### config.mk
export PLATFORM = sky130hd
export DESIGN_NAME = sram_axi_slave_wrapper
export DESIGN_NICKNAME = d
export VERILOG_FILES = /design/src/rtl/sram_axi_slave_wrapper.sv
export SDC_FILE = /design/constraint.sdc
export NUM_CORES = 1
export LEC_CHECK = 0
export ABC_CLOCK_PERIOD_IN_PS = 2200
export CORE_AREA = 3 3 119 121
export DETAILED_ROUTE_END_ITERATION = 8
export DIE_AREA = 0 0 122 124
export GPL_TIMING_DRIVEN = 0
export PLACE_DENSITY = 0.77
export SYNTH_ARGS = -nofsm -noshare
export SYNTH_HDL_FRONTEND = slang
export SYNTH_SLANG_ARGS = --single-unit
### constraint.sdc
create_clock -name ACLK -period 2.2 [get_ports ACLK]
set_clock_uncertainty 0.05 [all_clocks]
set_input_delay 0.44 -clock ACLK [delete_from_list [all_inputs] [get_ports ACLK]]
set_output_delay 0.44 -clock ACLK [all_outputs]
set_load 0.01 [all_outputs]
### src/rtl/sram_axi_slave_wrapper.sv
// -----------------------------------------------------------------------------
// sram_axi_slave_wrapper
//
// AXI4 slave front end for one synchronous single-port SRAM macro (IM/DM bank).
// Accepts one transaction at a time (single beat or INCR burst) and turns the
// AR/R and AW/W/B handshakes into SRAM chip-enable, write-enable and bit-mask
// cycles. Reads take two cycles per beat: one access cycle, then one cycle in
// which the SRAM output is presented on R.
//
// Ports
//   ACLK, ARESETn        clock, synchronous active-low reset
//   S_AR*                read address channel  (Size/Burst accepted, ignored)
//   S_R*                 read data channel     (RResp always OKAY)
//   S_AW*                write address channel (Size/Burst accepted, ignored)
//   S_W*                 write data channel    (byte select via WStrb)
//   S_B*                 write response        (SLVERR on WLast/len mismatch)
//   SRAM_CEB/WEB/BWEB    active-low chip enable, write enable, bit write mask
//   SRAM_A/DI/DO         word address, write data, read data (DO valid the
//                        cycle after a read access, held while CEB=1)
// -----------------------------------------------------------------------------
module sram_axi_slave_wrapper #(
  parameter int ID_W    = 8,
  parameter int ADDR_W  = 32,
  parameter int DATA_W  = 32,
  parameter int LEN_W   = 4,
  parameter int SRAM_AW = 14
) (
  input  logic                ACLK,
  input  logic                ARESETn,
  // read address
  input  logic [ID_W-1:0]     S_ARID,
  input  logic [ADDR_W-1:0]   S_ARAddr,
  input  logic [LEN_W-1:0]    S_ARLen,
  input  logic [2:0]          S_ARSize,
  input  logic [1:0]          S_ARBurst,
  input  logic                S_ARValid,
  output logic                S_ARReady,
  // read data
  output logic [ID_W-1:0]     S_RID,
  output logic [DATA_W-1:0]   S_RData,
  output logic [1:0]          S_RResp,
  output logic                S_RLast,
  output logic                S_RValid,
  input  logic                S_RReady,
  // write address
  input  logic [ID_W-1:0]     S_AWID,
  input  logic [ADDR_W-1:0]   S_AWAddr,
  input  logic [LEN_W-1:0]    S_AWLen,
  input  logic [2:0]          S_AWSize,
  input  logic [1:0]          S_AWBurst,
  input  logic                S_AWValid,
  output logic                S_AWReady,
  // write data
  input  logic [DATA_W-1:0]   S_WData,
  input  logic [DATA_W/8-1:0] S_WStrb,
  input  logic                S_WLast,
  input  logic                S_WValid,
  output logic                S_WReady,
  // write response
  output logic [ID_W-1:0]     S_BID,
  output logic [1:0]          S_BResp,
  output logic                S_BValid,
  input  logic                S_BReady,
  // SRAM macro
  output logic                SRAM_CEB,
  output logic                SRAM_WEB,
  output logic [DATA_W-1:0]   SRAM_BWEB,
  output logic [SRAM_AW-1:0]  SRAM_A,
  output logic [DATA_W-1:0]   SRAM_DI,
  input  logic [DATA_W-1:0]   SRAM_DO
);

  typedef enum logic [2:0] {
    IDLE   = 3'd0,
    R_ACC  = 3'd1,
    R_DATA = 3'd2,
    W_DATA = 3'd3,
    W_RESP = 3'd4
  } state_t;

  state_t             state_q, state_d;
  logic [ID_W-1:0]    id_q;
  logic [SRAM_AW-1:0] addr_q;
  logic [LEN_W-1:0]   len_q;
  logic [LEN_W-1:0]   cnt_q;
  logic               err_q;
  logic               last_beat;

  // Size, burst type and the byte/upper address bits carry no information for
  // a full-word INCR-only SRAM port.
  logic unused_inputs;
  assign unused_inputs = ^{S_ARSize, S_ARBurst, S_AWSize, S_AWBurst,
                           S_ARAddr, S_AWAddr};

  assign last_beat = (cnt_q == len_q);

  // R and B are driven from registers only; ready never feeds back into valid.
  assign S_RID   = id_q;
  assign S_RData = SRAM_DO;   // CEB stays high in R_DATA, so DO is stable
  assign S_RResp = 2'b00;
  assign S_RLast = last_beat;
  assign S_BID   = id_q;
  assign S_BResp = err_q ? 2'b10 : 2'b00;
  assign SRAM_A  = addr_q;
  assign SRAM_DI = S_WData;

  // Next-state and handshake/SRAM strobes.
  always_comb begin
    // NOTE: every output of this block gets a default first so no path
    // through the case statement can leave a value held (latch).
    state_d   = state_q;
    S_ARReady = 1'b0;
    S_AWReady = 1'b0;
    S_RValid  = 1'b0;
    S_WReady  = 1'b0;
    S_BValid  = 1'b0;
    SRAM_CEB  = 1'b1;
    SRAM_WEB  = 1'b1;
    SRAM_BWEB = '1;

    case (state_q)
      IDLE: begin
        S_ARReady = 1'b1;
        S_AWReady = !S_ARValid;            // read has priority
        if (S_ARValid)      state_d = R_ACC;
        else if (S_AWValid) state_d = W_DATA;
      end
      R_ACC: begin
        SRAM_CEB = 1'b0;
        state_d  = R_DATA;
      end
      R_DATA: begin
        S_RValid = 1'b1;
        if (S_RReady) state_d = last_beat ? IDLE : R_ACC;
      end
      W_DATA: begin
        S_WReady = 1'b1;
        if (S_WValid) begin
          SRAM_CEB = 1'b0;
          SRAM_WEB = 1'b0;
          for (int k = 0; k < DATA_W/8; k++)
            SRAM_BWEB[8*k +: 8] = {8{~S_WStrb[k]}};
          if (S_WLast) state_d = W_RESP;
        end
      end
      W_RESP: begin
        S_BValid = 1'b1;
        if (S_BReady) state_d = IDLE;
      end
      default: state_d = IDLE;
    endcase

    // Reset is synchronous, so the interface is forced quiet while it is held.
    if (!ARESETn) begin
      S_ARReady = 1'b0;
      S_AWReady = 1'b0;
      S_RValid  = 1'b0;
      S_WReady  = 1'b0;
      S_BValid  = 1'b0;
      SRAM_CEB  = 1'b1;
      SRAM_WEB  = 1'b1;
      SRAM_BWEB = '1;
    end
  end

  // Control state: the only registers that need a known value after reset.
  always_ff @(posedge ACLK) begin
    // NOTE: sequential state uses non-blocking assignments so every register
    // samples pre-edge values regardless of statement order.
    if (!ARESETn) begin
      state_q <= IDLE;
      cnt_q   <= '0;
      err_q   <= 1'b0;
    end else begin
      state_q <= state_d;
      case (state_q)
        IDLE: begin
          if (S_ARValid) begin
            cnt_q <= '0;
          end else if (S_AWValid) begin
            cnt_q <= '0;
            err_q <= 1'b0;
          end
        end
        R_DATA: if (S_RReady && !last_beat) cnt_q <= cnt_q + 1'b1;
        W_DATA: begin
          if (S_WValid) begin
            cnt_q <= cnt_q + 1'b1;
            if (S_WLast != last_beat) err_q <= 1'b1;
          end
        end
        default: ;
      endcase
    end
  end

  // Transaction datapath.
  // NOTE: id/addr/len are always loaded before use, so they carry no reset.
  always_ff @(posedge ACLK) begin
    case (state_q)
      IDLE: begin
        if (S_ARValid) begin
          id_q   <= S_ARID;
          addr_q <= S_ARAddr[SRAM_AW+1:2];
          len_q  <= S_ARLen;
        end else if (S_AWValid) begin
          id_q   <= S_AWID;
          addr_q <= S_AWAddr[SRAM_AW+1:2];
          len_q  <= S_AWLen;
        end
      end
      // addr_q is SRAM_AW bits wide, so the increment wraps at the top word.
      R_DATA: if (S_RReady && !last_beat) addr_q <= addr_q + 1'b1;
      W_DATA: if (S_WValid) addr_q <= addr_q + 1'b1;
      default: ;
    endcase
  end

endmodule

==> impl_metrics.tcl <==
set metrics [dict create \
    core-area_mm2 0.01319 \
    synth_top_cells_by_count "sky130_fd_sc_hd__buf_4, sky130_fd_sc_hd__edfxtp_1, sky130_fd_sc_hd__nand2_1" \
    cp_max_fo 5 \
    r2r-start "state_q[2]" \
    maxCapViolations 0 \
    num_vias 2921 \
    post_cts_hold_buffer_count 0 \
    num-nets-final 706 \
    slowest_delay_ns 0.60 \
    route.detailed.wl_per_inst_um 13.60 \
    post-synth-top-area-fraction_pct 27.02 \
    grt_antenna_before_repair 0 \
    fillerInstances 1291 \
    gp_congestion 0.7833 \
    timing.reg2reg.setup_slack_ns 0.36 \
    gate_count_post_synth 307 \
    critical_path_class "register to output port" \
    start_util_pct 22.12 \
    p_comb_share_pct 54.3 \
    cp_data_required_time_ns 1.71 \
    drive_gt1_share_pct 36.91 \
    yosysSeqAreaShare_pct 32.25 \
    cellInternalPower_w 0.002793 \
    worstSetupStartpoint "state_q[1]" \
    fin_crit_ns 2.135 \
    grt_overflow 0 \
    synth_ff_type "sky130_fd_sc_hd__edfxtp_1" \
    grt_max_degree 17 \
    p_sw_share_pct 35.96 \
    clock_insertion_delay_worst_skew_ns 0.27 \
    hold_path.class "register to register" \
    buffer_ports.inserted 198 \
    grt_pass1_wl_um 13770 \
    sequentialPowerShare_pct 30.4 \
    floorplan.die.width_um 122 \
    post_synth_arst_share_pct 0 \
    drt_first_pass_iters 4 \
    num_io_pins 312 \
    ys_warn_count 0 \
    slew_violations 0 \
    share_clk_of_total_power_pct 15.3 \
    placementRows 42 \
    worst-slew-pin-transition_ns 0.6426 \
    achievable_freq_mhz 468.4 \
    run_status "completed" \
    drtAntennaViolNets 0 \
    setup_ws_ns 0.06514 \
    totalNegativeSetupSlack_ns 0 \
    timing.critical_path.buf_inv 2 \
    max-clock-path-buffers 2 \
    final_count_of_negative_setup_slack_endpoints 0 \
    cts_root_buffer "sky130_fd_sc_hd__clkbuf_16" \
    drt-initial-drc-count 123 \
    cts_sinks 34 \
    critical_path_cell_with_the_highest_stage_delay "sky130_fd_sc_hd__clkdlybuf4s50_1" \
    hp-start "cnt_q[1]" \
    netlist_top_cells_area "sky130_fd_sc_hd__buf_4, sky130_fd_sc_hd__edfxtp_1, sky130_fd_sc_hd__dfxtp_1" \
    final-seq-area_um2 945.9 \
    htree_num_levels 2 \
    ys_types 54 \
    worstRegToRegCells 4 \
    timing.critical_path.depth 3 \
    synth_area_mm2 0.002918 \
    p_leak_nw 2.248 \
    synth-edff-count 26 \
    tritoncts.num_buffers 5 \
    placement.setup.worst_slack_ns -0.7023 \
    synth_top_cell_by_area "sky130_fd_sc_hd__buf_4" \
    grt_usage_pct 11.39 \
    rsz0062_at_grt "true" \
    max-slew-margin-rel_pct 57.12 \
    syn_avg_cell_area_um2 9.504 \
    diodes 0 \
    first_global_vias 2830 \
    fp.dieArea_mm2 0.01513 \
    max-vdd-ir-drop_v 0.0004015 \
    fp.dieH_um 124 \
    crit_path_start_kind "register" \
    drt-total-wl_um 9613 \
    clkSlewWorstSetupHoldPaths_ns 0.05 \
    final_hold_viol_count 0 \
    post-route-drc-count 0 \
    arrival_ns 1.64 \
    area.growth.synth_to_final_pct 86.19 \
    critical_path.cell_chain "buf_6, nor4bb_1, clkdlybuf4s50_1" \
    timing.hold.worst_path_depth 2 \
    portion_of_the_clock_cycle_consumed_by_the_worst_path_in_the_final_layout_pct 97.04 \
    multiInputGateArea_mm2 0.001221 \
    power.density_cell_area_mw_per_mm2 802.8 \
    worst_setup_path_end_kind "output port" \
    min_delay_worst_endpoint "cnt_q[1]" \
    cts_tree "done" \
    dpl.hpwl_um 7714 \
    totalPowerFinal_w 0.004362 \
    critical_path.reg2reg.endpoint "len_q[3]" \
    total_of_flip_flops_plus_latches_after_synthesis 34 \
    top_family_by_delay_on_critical_path "buffers and inverters" \
    synth_most_common_cell "sky130_fd_sc_hd__buf_4" \
    vias_per_cell 4.132 \
    power_switching_w 0.001568 \
]
layout make-up:
type	instances	area share (%)
Buffer	115	15.66
Clock buffer	6	2.372
Clock inverter	2	0.1612
Inverter	4	0.2764
Multi-Input combinational cell	155	22.48
Sequential cell	34	17.41
Tap cell	176	4.053
Timing Repair Buffer	215	37.59
cell usage in the layout (no fill, tap or decap), drive strengths merged, types with 4 or more instances in the layout:
| cell | instances |
|---|---|
| a211oi | 13 |
| a21oi | 10 |
| and3 | 4 |
| buf | 137 |
| clkbuf | 24 |
| clkdlybuf4s15 | 6 |
| clkdlybuf4s50 | 159 |
| dfxtp | 8 |
| dlygate4sd2 | 10 |
| edfxtp | 26 |
| inv | 4 |
| mux2 | 13 |
| mux2i | 9 |
| nand2 | 19 |
| nand3 | 7 |
| nor2 | 8 |
| nor2b | 10 |
| o21ai | 8 |
| xnor2 | 5 |
| xor2 | 10 |
through the flow:
step                std cells  utilization (%)  hold slack [ns]  cell area, um^2
floorplan                 309                -           0.4175             2925
global placement          683            38.87           0.4330             5127
detailed placement        683            38.87           0.4742             5127
CTS                       698            40.95           0.4809             5401
global route              707            41.19           0.5161             5433
finish                    707            41.19           0.4956             5433
flip-flops by register name (all words and copies together), names as in the netlist:
signal	count
SRAM_A	14
S_BID	8
cnt_q	4
err_q	1
len_q	4
state_q	3
worst max-delay path by stage:
stage | to
finish | S_BValid
global route | SRAM_BWEB[22]
CTS | SRAM_BWEB[30]
detailed placement | SRAM_A[1]
global placement | SRAM_BWEB[2]
floorplan | SRAM_A[0]
cell families (layout without fill, tap and decap cells):
logic type | after synthesis | count (layout) | share of synthesized area, %
AOI/OAI and AO/OA | 42 | 42 | 10.38
DFF | 34 | 34 | 32.25
and+or+nand+nor | 71 | 71 | 14.28
muxes | 22 | 22 | 8.105
xor gates and xnor gates | 15 | 15 | 4.760
other | 1 | 3 | 0.1285
buffers and inverters | 120 | 342 | 29.24
adders and majority gates | 2 | 2 | 0.8575
routing by layer:
metal	GRT usage [%]	vias to the layer above	wire, um
met3	2.725	4	932
met4	2.171	0	40
li1	-	1402	-
met2	22.51	164	5134
met5	0	-	0
met1	12.31	1351	3507
worst reg2reg max path, stage by stage, from the launching register on:
cell and delay (ns):
sky130_fd_sc_hd__dfxtp_1 0.31, sky130_fd_sc_hd__buf_6 0.12, sky130_fd_sc_hd__buf_4 0.13, sky130_fd_sc_hd__or3_1 0.34, sky130_fd_sc_hd__nor2_2 0.51
power groups by stage:
stage	sequential, W	combinational (W)	clock (W)
2_1_floorplan	0.00133	0.00103	0
3_3_place_gp	0.00129	0.00208	0
3_5_place_dp	0.00130	0.00212	0
4_1_cts	0.00131	0.00226	0.000697
5_1_grt	0.00137	0.00255	0.000726
6_report	0.00133	0.00237	0.000668
repair_timing:
item,4_1_cts,5_1_grt
resized for setup,93,24
setup buffers,7,9
cloned,0,1
setup endpoints to repair,68,45
pin swaps,2,1
hold endpoints to repair,0,0
(Power assumes the default switching activity.)
==> RTL edit: new RTL, same flow settings <==
Reset style: asynchronous (`ARESETn`), changed in one clocked block. Comments in the files are not updated.
--- a/src/rtl/sram_axi_slave_wrapper.sv
+++ b/src/rtl/sram_axi_slave_wrapper.sv
@@ -164,7 +164,7 @@
   end
 
   // Control state: the only registers that need a known value after reset.
-  always_ff @(posedge ACLK) begin
+  always_ff @(posedge ACLK or negedge ARESETn) begin
     // NOTE: sequential state uses non-blocking assignments so every register
     // samples pre-edge values regardless of statement order.
     if (!ARESETn) begin
Formal check against the unedited RTL: differs if ARESETn is asserted again (counterexample within 4 cycles, from zero or initial values and one cycle with ARESETn low); with ARESETn held inactive, the same outputs for 4 cycles.
==> RTL edit against the unedited design <==
  * The flow now finishes with violations (setup timing)
  * Setup slack worse by 90 ps
  * Sequential cell count is the same
  * Cell area grew 1.5%
  * Power rose by 13%
  * Fmax shrank 4.1%
  * Area after synthesis is 2.1% lower
  * Routed wire length shrank 0.84%
  * Combinational power is 22% higher
  * Worst hold slack worse by 410 ps
  * Via count decreased by 4.2%
==> RTL edit: results (changes against the unedited design) <==
Run status
  – Outcome: finished, violations left
  – Failing checks: setup timing

Pwr
  – Combinational power: 0.00289 W (+22%)
  – Maximum VDD drop: 0.370 mV (-7.9%)
  – Pwr dens: 896 mW/mm^2 (+12%)
  – Switching power: 0.00191 W (+22%)

Layout
  – Fillers: 1285 (-0.46%)
  – Share of cells above drive strength 1: 36.3% (-0.60 points)
  – Nets: 690 (-2.3%)

Synthesis
  – Synth cell types: 45 (-17%)
  – Synthesized instance count: 296 (-3.6%)
  – Ys async rst share: 23.5% (+24 points)
  – Sequential area share after synthesis: 34.3% (+2.1 points)
  – Synth top area cells: buf_4, edfxtp_1, dfrtp_1

Setup path
  – R2R Path End: cnt_q[3]
  – Top delay family on crit path: simple AND/OR/NAND/NOR gates
  – R2R setup slack: 0 ps (-360 ps)
  – Crit-path max cell delay: 370 ps (-230 ps)
  – CP arrival: 1740 ps (+100 ps)
  – R2R depth: 8 (+4)
  – CP bufs+invs: 3 (+1)

Global route
  – First-pass GRT wire length: 13.2 mm (-4.5%)
  – Pin count of the biggest net entering global routing: 14 (-3)
  – GRT Total Usage: 11.0% (-0.36 points)
  – Vias in the first global route: 2668 (-5.7%)

STA
  – Worst rel slew slack: 50.8% (-6.3 points)
  – Finish-stage setup viols: 28 (+28)
  – Setup WS post-layout: -25.3 ps (-90.4 ps)
  – Hold slack: 84.1 ps (-412 ps)

Placed design
  – IO Port Bufs: 197 (-0.51%)
  – HPWL after detailed placement: 7.45 mm (-3.4%)
  – GPL Wtd Cong: 0.690 (-12%)

Clock tree
  – Post-CTS resize count: 198 (+110%)
  – Post-CTS Setup Inserts: 8 (+1)

Drt
  – Met2 WL: 5.18 mm (+0.92%)
  – WL met1: 3.35 mm (-4.6%)
  – Final WL: 9.53 mm (-0.84%)

Worst hold path
  – Worst Hold Class: in2async
RTL edit: cell types whose count changed after synthesis, sizes merged, moves of 5 or more:
cell    delta
dfxtp      -8
buf        -5
dfrtp      +8
xor2       +5
a211oi     -7
RTL edit: layout make-up:
| cell class | instances | area [sq um] | share of cell area (%) |
|---|---|---|---|
| tap | 176 | 220 | 3.99 |
| sequential | 34 | 982 | 17.8 |
| inverter | 6 | 22.5 | 0.408 |
| buffer | 114 | 933 | 16.9 |
| clock buffer | 6 | 129 | 2.34 |
| clock inverter | 2 | 8.76 | 0.159 |
| timing repair buffer | 209 | 2070 | 37.5 |
| multi-input combinational | 144 | 1150 | 20.9 |
RTL edit: kinds of logic after synthesis:
| group | after synthesis | share of synthesized area (%) |
|---|---|---|
| simple gates | 63 | 11.7 |
| mux | 22 | 8.23 |
| other cells | 1 | 0.131 |
| fa+ha+maj | 2 | 0.876 |
| flops | 34 | 34.3 |
| compound gates | 36 | 9.68 |
| xor+xnor | 17 | 5.21 |
| buf+inv | 121 | 29.9 |
